<file path="src/rtl/axis_merge4.sv">
// Four-lane AXI-Stream merge with round-robin arbitration and optional packet locking.
// Each output beat is tagged on m_axis_tid with its source lane; one registered output stage.
module axis_merge4 #(
    parameter int unsigned DATA_W   = 32,
    parameter bit          PKT_MODE = 1'b1
) (
    input  logic                  clk,
    input  logic                  rst_n,
    input  logic [DATA_W*4-1:0]   s_axis_tdata,
    input  logic [3:0]            s_axis_tlast,
    input  logic [3:0]            s_axis_tvalid,
    output logic [3:0]            s_axis_tready,
    output logic [DATA_W-1:0]     m_axis_tdata,
    output logic [1:0]            m_axis_tid,
    output logic                  m_axis_tlast,
    output logic                  m_axis_tvalid,
    input  logic                  m_axis_tready
);

    typedef enum logic {
        ARB_OPEN   = 1'b0,
        ARB_LOCKED = 1'b1
    } arb_state_t;

    arb_state_t          state;
    arb_state_t          state_nxt;
    logic                locked;
    logic [1:0]          grant;
    logic [1:0]          last_ptr;

    logic                load;
    logic                rr_found;
    logic [1:0]          rr_sel;
    logic [1:0]          sel;
    logic                sel_valid;
    logic                sel_last;
    logic [DATA_W-1:0]   sel_data;
    logic                xfer;

    // The output register can take a new beat when it is empty or being drained.
    assign load = ~m_axis_tvalid | m_axis_tready;

    // Round-robin scan starting just after the lane that finished last.
    always_comb begin
        // NOTE: every signal written here gets a default first, so no path leaves it unassigned and no latch is inferred.
        rr_sel   = '0;
        rr_found = 1'b0;
        for (int k = 1; k <= 4; k++) begin
            if (!rr_found && s_axis_tvalid[last_ptr + 2'(k)]) begin
                rr_sel   = last_ptr + 2'(k);
                rr_found = 1'b1;
            end
        end
    end

    assign sel       = locked ? grant : rr_sel;
    assign sel_valid = locked | rr_found;
    assign sel_last  = s_axis_tlast[sel];
    assign sel_data  = s_axis_tdata[DATA_W*sel +: DATA_W];

    // A locked lane sees ready even while idle; the gap simply stalls the merge.
    always_comb begin
        s_axis_tready = '0;
        if (rst_n && load && sel_valid) begin
            s_axis_tready[sel] = 1'b1;
        end
    end

    assign xfer = |(s_axis_tready & s_axis_tvalid);

    // Packet-lock FSM: state register.
    always_ff @(posedge clk or negedge rst_n) begin
        // NOTE: sequential state uses non-blocking assignments so every register samples pre-edge values.
        if (!rst_n) begin
            state <= ARB_OPEN;
        end else begin
            state <= state_nxt;
        end
    end

    // Packet-lock FSM: next state.
    always_comb begin
        state_nxt = state;
        if (xfer && PKT_MODE) begin
            state_nxt = sel_last ? ARB_OPEN : ARB_LOCKED;
        end
    end

    // Packet-lock FSM: outputs.
    always_comb begin
        locked = (state == ARB_LOCKED);
    end

    // Grant follows the packet in progress; last_ptr moves only when a packet (or beat) completes.
    always_ff @(posedge clk or negedge rst_n) begin
        if (!rst_n) begin
            grant    <= 2'd0;
            last_ptr <= 2'd3;
        end else if (xfer) begin
            if (PKT_MODE) begin
                if (!sel_last) begin
                    grant <= sel;
                end else begin
                    last_ptr <= sel;
                end
            end else begin
                last_ptr <= sel;
            end
        end
    end

    always_ff @(posedge clk or negedge rst_n) begin
        if (!rst_n) begin
            // NOTE: the data path is reset too, so a beat dropped by reset never reappears downstream.
            m_axis_tvalid <= 1'b0;
            m_axis_tdata  <= '0;
            m_axis_tid    <= 2'd0;
            m_axis_tlast  <= 1'b0;
        end else begin
            m_axis_tvalid <= xfer | (m_axis_tvalid & ~m_axis_tready);
            if (xfer) begin
                m_axis_tdata <= sel_data;
                m_axis_tid   <= sel;
                m_axis_tlast <= sel_last;
            end
        end
    end

    a_ready_onehot: assert property (@(posedge clk) disable iff (!rst_n)
        $onehot0(s_axis_tready));

    a_out_stable: assert property (@(posedge clk) disable iff (!rst_n)
        (m_axis_tvalid && !m_axis_tready) |=>
            (m_axis_tvalid && $stable({m_axis_tdata, m_axis_tid, m_axis_tlast})));

endmodule

</file>
<file path="config.mk">
export PLATFORM = sky130hd
export DESIGN_NAME = axis_merge4
export DESIGN_NICKNAME = d
export VERILOG_FILES = /design/src/rtl/axis_merge4.sv
export SDC_FILE = /design/constraint.sdc
export NUM_CORES = 1
export LEC_CHECK = 0
export CAP_MARGIN = 20
export CORE_ASPECT_RATIO = 0.5
export CORE_MARGIN = 2
export CORE_UTILIZATION = 39
export CTS_CLUSTER_SIZE = 8
export DETAILED_ROUTE_END_ITERATION = 8
export PLACE_DENSITY_LB_ADDON = 0.15
export SLEW_MARGIN = 20
export SYNTH_ARGS = -nofsm -noshare
export SYNTH_HDL_FRONTEND = slang
export SYNTH_SLANG_ARGS = --single-unit
</file>
<file path="constraint.sdc">
create_clock -name clk -period 2.6 [get_ports clk]
set_input_delay 0.52 -clock clk [delete_from_list [all_inputs] [get_ports clk]]
set_output_delay 0.52 -clock clk [all_outputs]
set_load 0.005 [all_outputs]
</file>
**Yosys cells after proc, flatten, opt, wreduce, memory -nomap -nowiden**

Index checks and enable logic that the tools add are counted.

- Output and inout bits: 40
- Word-level logic and storage cells: 60
- Register bits after elaboration: 41

- Shift-type cells: 1
- $lt $le $gt $ge: 6
- Mux-type cells: 23
- Reduce and logical (&&, ||, !) cells: 12
- Add/sub/neg operators: 3
- Bitwise logic cells: 8

Operator list:

| cell | number |
|---|---|
| 128-bit by 8-bit indexed part select with 32-bit output | 1 |
| 2-bit by 3-bit less-than comparator with 1-bit output, second input constant | 5 |
| 1-bit 2-to-1 mux | 11 |
| 1-bit binary-select mux with 2-bit select | 5 |
| 2-bit 2-to-1 mux | 5 |
| 1-bit logical AND | 6 |
| 2-bit adder, second input constant | 2 |
| 4-bit AND | 1 |
| 4-bit 2-to-1 mux | 1 |
| 2-bit AND reduction | 2 |
| 4-bit OR reduction | 1 |
| 1-bit zero test | 3 |
| 1-bit inverter | 3 |
| 1-bit bitwise OR | 3 |
| 2-bit by 1-bit adder with 2-bit output, second input constant | 1 |
| 1-bit demux with 2-bit select | 1 |
| 2-bit by 1-bit greater-or-equal comparator with 1-bit output, second input constant | 1 |
| 1-bit AND | 1 |

**Longest topological paths before layout**

- Depth after elaboration: 22
- Mapped depth: 10
- Mapped depth without buffers: 7

**Worst setup path after synthesis**

Ideal clock, no wire load.

- Path type: register to register
- From: reg last_ptr[1]
- To: reg m_axis_tdata[10]
- Data arrival time: 2274 ps
- Setup slack: 201 ps
- Required time: 2475 ps
- Cell stages (with the launch flop): 10
- Setup time: 125 ps
- Path through: dfstp_2 buf_4 nor3b_1 a211o_1 a221o_1 nand3_1 a21oi_4 nor2_8 buf_6 mux2_4

- Cells in the longest elaborated chain, start to end: 21
- Elaborated cells between the ends (all ways): 37

RTL lines:

| what | RTL line | source |
|---|---|---|
| start, declared | 29 | `logic [1:0] last_ptr;` |
| start signal, assigned | 104 | `last_ptr <= sel;` |
| start signal, assigned | 107 | `last_ptr <= sel;` |
| 2-bit by 1-bit adder with 2-bit output | 49, 50 |  |
| 1-bit binary-select mux with 2-bit select | 49 | `if (!rr_found && s_axis_tvalid[last_ptr + 2'(k)]) begin` |
| 1-bit 2-to-1 mux (implied by the code) | 49 |  |
| 1-bit 2-to-1 mux | 49 |  |
| 1-bit zero test | 49 |  |
| 1-bit logical AND | 49 |  |
| 1-bit 2-to-1 mux | 49 |  |
| 1-bit zero test | 49 |  |
| (+5 left out) | n/a |  |
| 2-bit 2-to-1 mux | 56 | `assign sel = locked ? grant : rr_sel;` |
| 2-bit by 3-bit less-than comparator with 1-bit output (implied by the code) or 2-bit by 1-bit greater-or-equal comparator with 1-bit output (tied branches) | 65 | `s_axis_tready[sel] = 1'b1;` |
| 1-bit logical AND (implied by the code) | 65 |  |
| 1-bit 2-to-1 mux (implied by the code) | 65 |  |
| 1-bit demux with 2-bit select | 65 |  |
| 4-bit 2-to-1 mux | 64 | `if (rst_n && load && sel_valid) begin` |
| 4-bit AND | 69 | `assign xfer = \|(s_axis_tready & s_axis_tvalid);` |
| 4-bit OR reduction | 69 |  |
| end signal, assigned | 122 | `m_axis_tdata <= sel_data;` |
| end, declared | 13 | `output logic [DATA_W-1:0] m_axis_tdata,` |

Parallel ways exist; a longest one is shown, timed or not. The select of a mux whose other input is x is not followed.
A chain may end at the register's enable or synchronous reset.

**Final worst setup path**

- From: reg last_ptr[0]
- To: out s_axis_tready[1]

- Cells in the longest elaborated chain, start to end: 19
- Elaborated cells between the ends (all ways): 34

RTL lines:

| what | RTL line | source |
|---|---|---|
| 2-bit by 1-bit adder with 2-bit output | 49, 50 |  |
| 1-bit binary-select mux with 2-bit select | 49 |  |
| 1-bit 2-to-1 mux (implied by the code) | 49 |  |
| 1-bit 2-to-1 mux | 49 |  |
| 1-bit zero test | 49 |  |
| 1-bit logical AND | 49 |  |
| 1-bit 2-to-1 mux | 49 |  |
| 1-bit zero test | 49 |  |
| (+3 left out) | n/a |  |
| 1-bit logical AND | 49 |  |
| 2-bit 2-to-1 mux | 49 |  |
| 2-bit 2-to-1 mux | 56 |  |
| 2-bit by 3-bit less-than comparator with 1-bit output (implied by the code) or 2-bit by 1-bit greater-or-equal comparator with 1-bit output (tied branches) | 65 |  |
| 1-bit logical AND (implied by the code) | 65 |  |
| 1-bit 2-to-1 mux (implied by the code) | 65 |  |
| 1-bit demux with 2-bit select | 65 |  |
| 4-bit 2-to-1 mux (*) | 64 |  |
| end, declared | 12 | `output logic [3:0] s_axis_tready,` |

Mark *: on every way between the ends. The rest lies on a longest branch, timed or not. The select of a mux whose other input is x is not followed.

==> results.txt <==
simple-gate share of the synthesized area: 6.94%
post-synth top area share: 32.0%
main combinational cell family by area after synthesis: multiplexers
WL final: 9990 um
syn nets: 392
Die Footprint: 8580 um2
Internal: 4.28 mW
status: finished clean
WP buf/inv: 2
core box area: 7460 um2
post-synthesis cell type count: 38
Multi-input gate area: 2030 um2
initial DRC count: 85
Worst-Margin Slew: 0.529 ns
Synth Area in Compound Gates: 7.35%
Switching Fraction: 36.0%
CP top delay family: flip-flops
Final Hold Vio Count: 0
largest net degree at the start of global routing: 42
placement row count: 22
Tcrit/Tclk final: 98.1%
placed cells: 550
CTS max path bufs: 2
hold_ws: 0.384 ns
Max-Slew Margin vs Limit: 64.7%
remaining global-route overflow: 0
Clk network pwr share: 9.8%
synthesized area: 3050 um2
adder-cell area share of the yosys netlist: 0%
leading area contributor after synthesis: dfrtp_1
Setup crit start kind: register
first-pass GRT wire length: 14,700 um
ANT nets after route: 0
crit path max-delay cell type: dfstp_2
PortBufs: 178
Syn Area/Cell: 12.0 um2
post-place setup slack: -0.479 ns
CP peak stage delay: 0.67 ns
Crit path required time: 2.08 ns
Remaining DRCs: 0
max frequency: 392 MHz
sequential share of power: 18.6%
Critical Path Sink Type: primary output
minimum clock period: 2.55 ns
fin util: 74.9%
via count: 2,890
DP HPWL: 7170 um
Setup WS post-layout: 0.0502 ns
sequential share of the synthesized area: 33.7%
synth warn: 0
crit path cell chain: nor2b_4 > o21ai_4 > o211a_1 > o21ai_2 > buf_4 > nor2_1 > dlygate4sd2_1
Die X-Extent: 129 um
area grow syn2layout: 83.4%
total power: 6.69 mW
P per Cell Area: 1200 nW/um2
Static Leakage: 2.59 nW
initial core utilization: 40.9%
Post-Synth XOR/XNOR Area: 0%
Synth area leaders: dfrtp_1, mux2i_1, mux2_4
IO Pins: 179
CTS H-tree depth: 2
Post-synth EDFFs: 0
Max Cap Viol: 0
fin. max-slew vios: 0
top-count cell post-synth: mux2i_1
Comb power frac: 71.6%
TritonCTS clock tree: done
final setup violation count: 0
Die H: 66.5 um
Via density: 5.02
average wire per standard cell: 17.3 um
top post-synthesis cells by count: mux2i_1, dfrtp_1, mux2_4
All-Layer GR Usage: 22.1%
layout cell share with drive strength beyond 1: 25.4%
initial antenna violation count: 0
multiplexer share of the synthesized area: 48.3%
router iterations before antenna repair: 4
Main synth FF type: dfrtp_1
post-synthesis async set-or-reset flop share: 100%
number of global-route vias before repair: 3,085
clk_skew: 0.00531 ns
crit path DAT: 2.03 ns
Worst VDD drop: 0.552 mV
CTS buffer count: 5
clock sinks: 41
clock root cell: clkbuf_16
worst-path fanout max: 9
switching power: 2.41 mW
Worst Hold Class: in -> async
number of fill cells: 532
antenna diode count: 0
latest clock arrival within the worst-skew pair: 0.28 ns
cell count after synthesis: 253
critical path class: reg -> out
CTS clock-pin slew for the worst setup and hold paths: 0.06 ns
Non-Filler Instances: 576
Sequential Area: 1030 um2
nets@finish: 606
gp weighted congestion: 0.972
number of synthesized register bits: 41
-- per-stage QoR --
stage	TNS [ns]	cell area (um2)
global placement	-13.88	5110
global route	-0.00320	5590
CTS	0	5440
detailed placement	-18.87	5110
floorplan	0	3050
finish	0	5590
-- kinds of logic (layout without fill, tap and decap cells) --
family | count (synthesis) | after routing
DFF | 41 | 41
and+or+nand+nor | 37 | 37
muxes | 132 | 132
buffers and inverters | 17 | 232
AOI/OAI and AO/OA | 26 | 26
-- placed cells by master, fill, tap and decap left out, types with 2 or more instances in the layout --
master,n
nand2_1,5
nor2b_4,2
buf_4,30
mux2i_1,93
o21ai_0,2
mux2_2,4
clkbuf_8,2
buf_12,4
a21oi_4,2
clkbuf_2,4
dfstp_2,2
buf_2,3
mux2_4,28
nand3_1,8
o21ai_1,2
nor2_1,6
clkdlybuf4s50_1,169
buf_6,7
o21ai_2,2
nor3b_4,2
a21oi_2,3
a21o_1,3
mux2_1,4
dfrtp_1,39
nor3b_1,2
nand2b_1,4
clkbuf_16,8
mux2i_2,2
-- final cells by class --
type	count	area share (%)
clock buffer	7	2.73
clock inverter	1	0.0895
inverter	1	0.0672
multi-input combinational	195	36.4
sequential	41	18.4
tap	108	2.42
timing repair buffer	223	39.9
-- power by group through the flow --
stage                     Clock [mW]  Combinational, mW  Sequential (mW)
after floorplan                    0               2.71             1.18
after CTS                      0.669               4.41             1.23
after global placement             0               4.09             1.22
final                          0.656               4.79             1.25
after detailed placement           0               4.20             1.22
after global routing           0.695               5.09             1.29
-- path summary, 6_finish.rpt --
kind | from | to | slack (ns) | cells past startpoint
max in group asynchronous | rst_n | last_ptr[1] | 1.83 | 2
worst min-delay path | rst_n | m_axis_tdata[10] | 0.38 | 2
worst min register to register | grant[1] | grant[1] | 0.50 | 1
worst max register to register | last_ptr[0] | m_axis_tdata[15] | 0.07 | 10
worst max-delay path | last_ptr[0] | s_axis_tready[1] | 0.05 | 7
min in group clk | grant[1] | grant[1] | 0.50 | 1
-- flip-flops by register name, summed over array words and instances, names as in the netlist --
| signal | count |
|---|---|
| grant | 2 |
| last_ptr | 2 |
| locked | 1 |
| m_axis_tdata | 32 |
| m_axis_tid | 2 |
| m_axis_tlast | 1 |
| m_axis_tvalid | 1 |
-- routing by layer --
metal / part of all wire, % / wire length (um) / track usage, % / vias to the layer above
met5: 0 / 0 / 0 / -
met4: 1.4 / 144 / 6.52 / 0
met3: 5.3 / 533 / 6.18 / 15
met2: 51 / 5110 / 41.5 / 100
met1: 42 / 4210 / 24.8 / 1404
li1: - / - / - / 1371
-- repair_timing --
action,in CTS,in global routing
buffers inserted,15,4
setup endpoints to repair,42,42
pin swaps,13,9
resized for setup,30,26
hold buffers,0,0
gates cloned,1,3
Power figures use the tool's default switching activity.
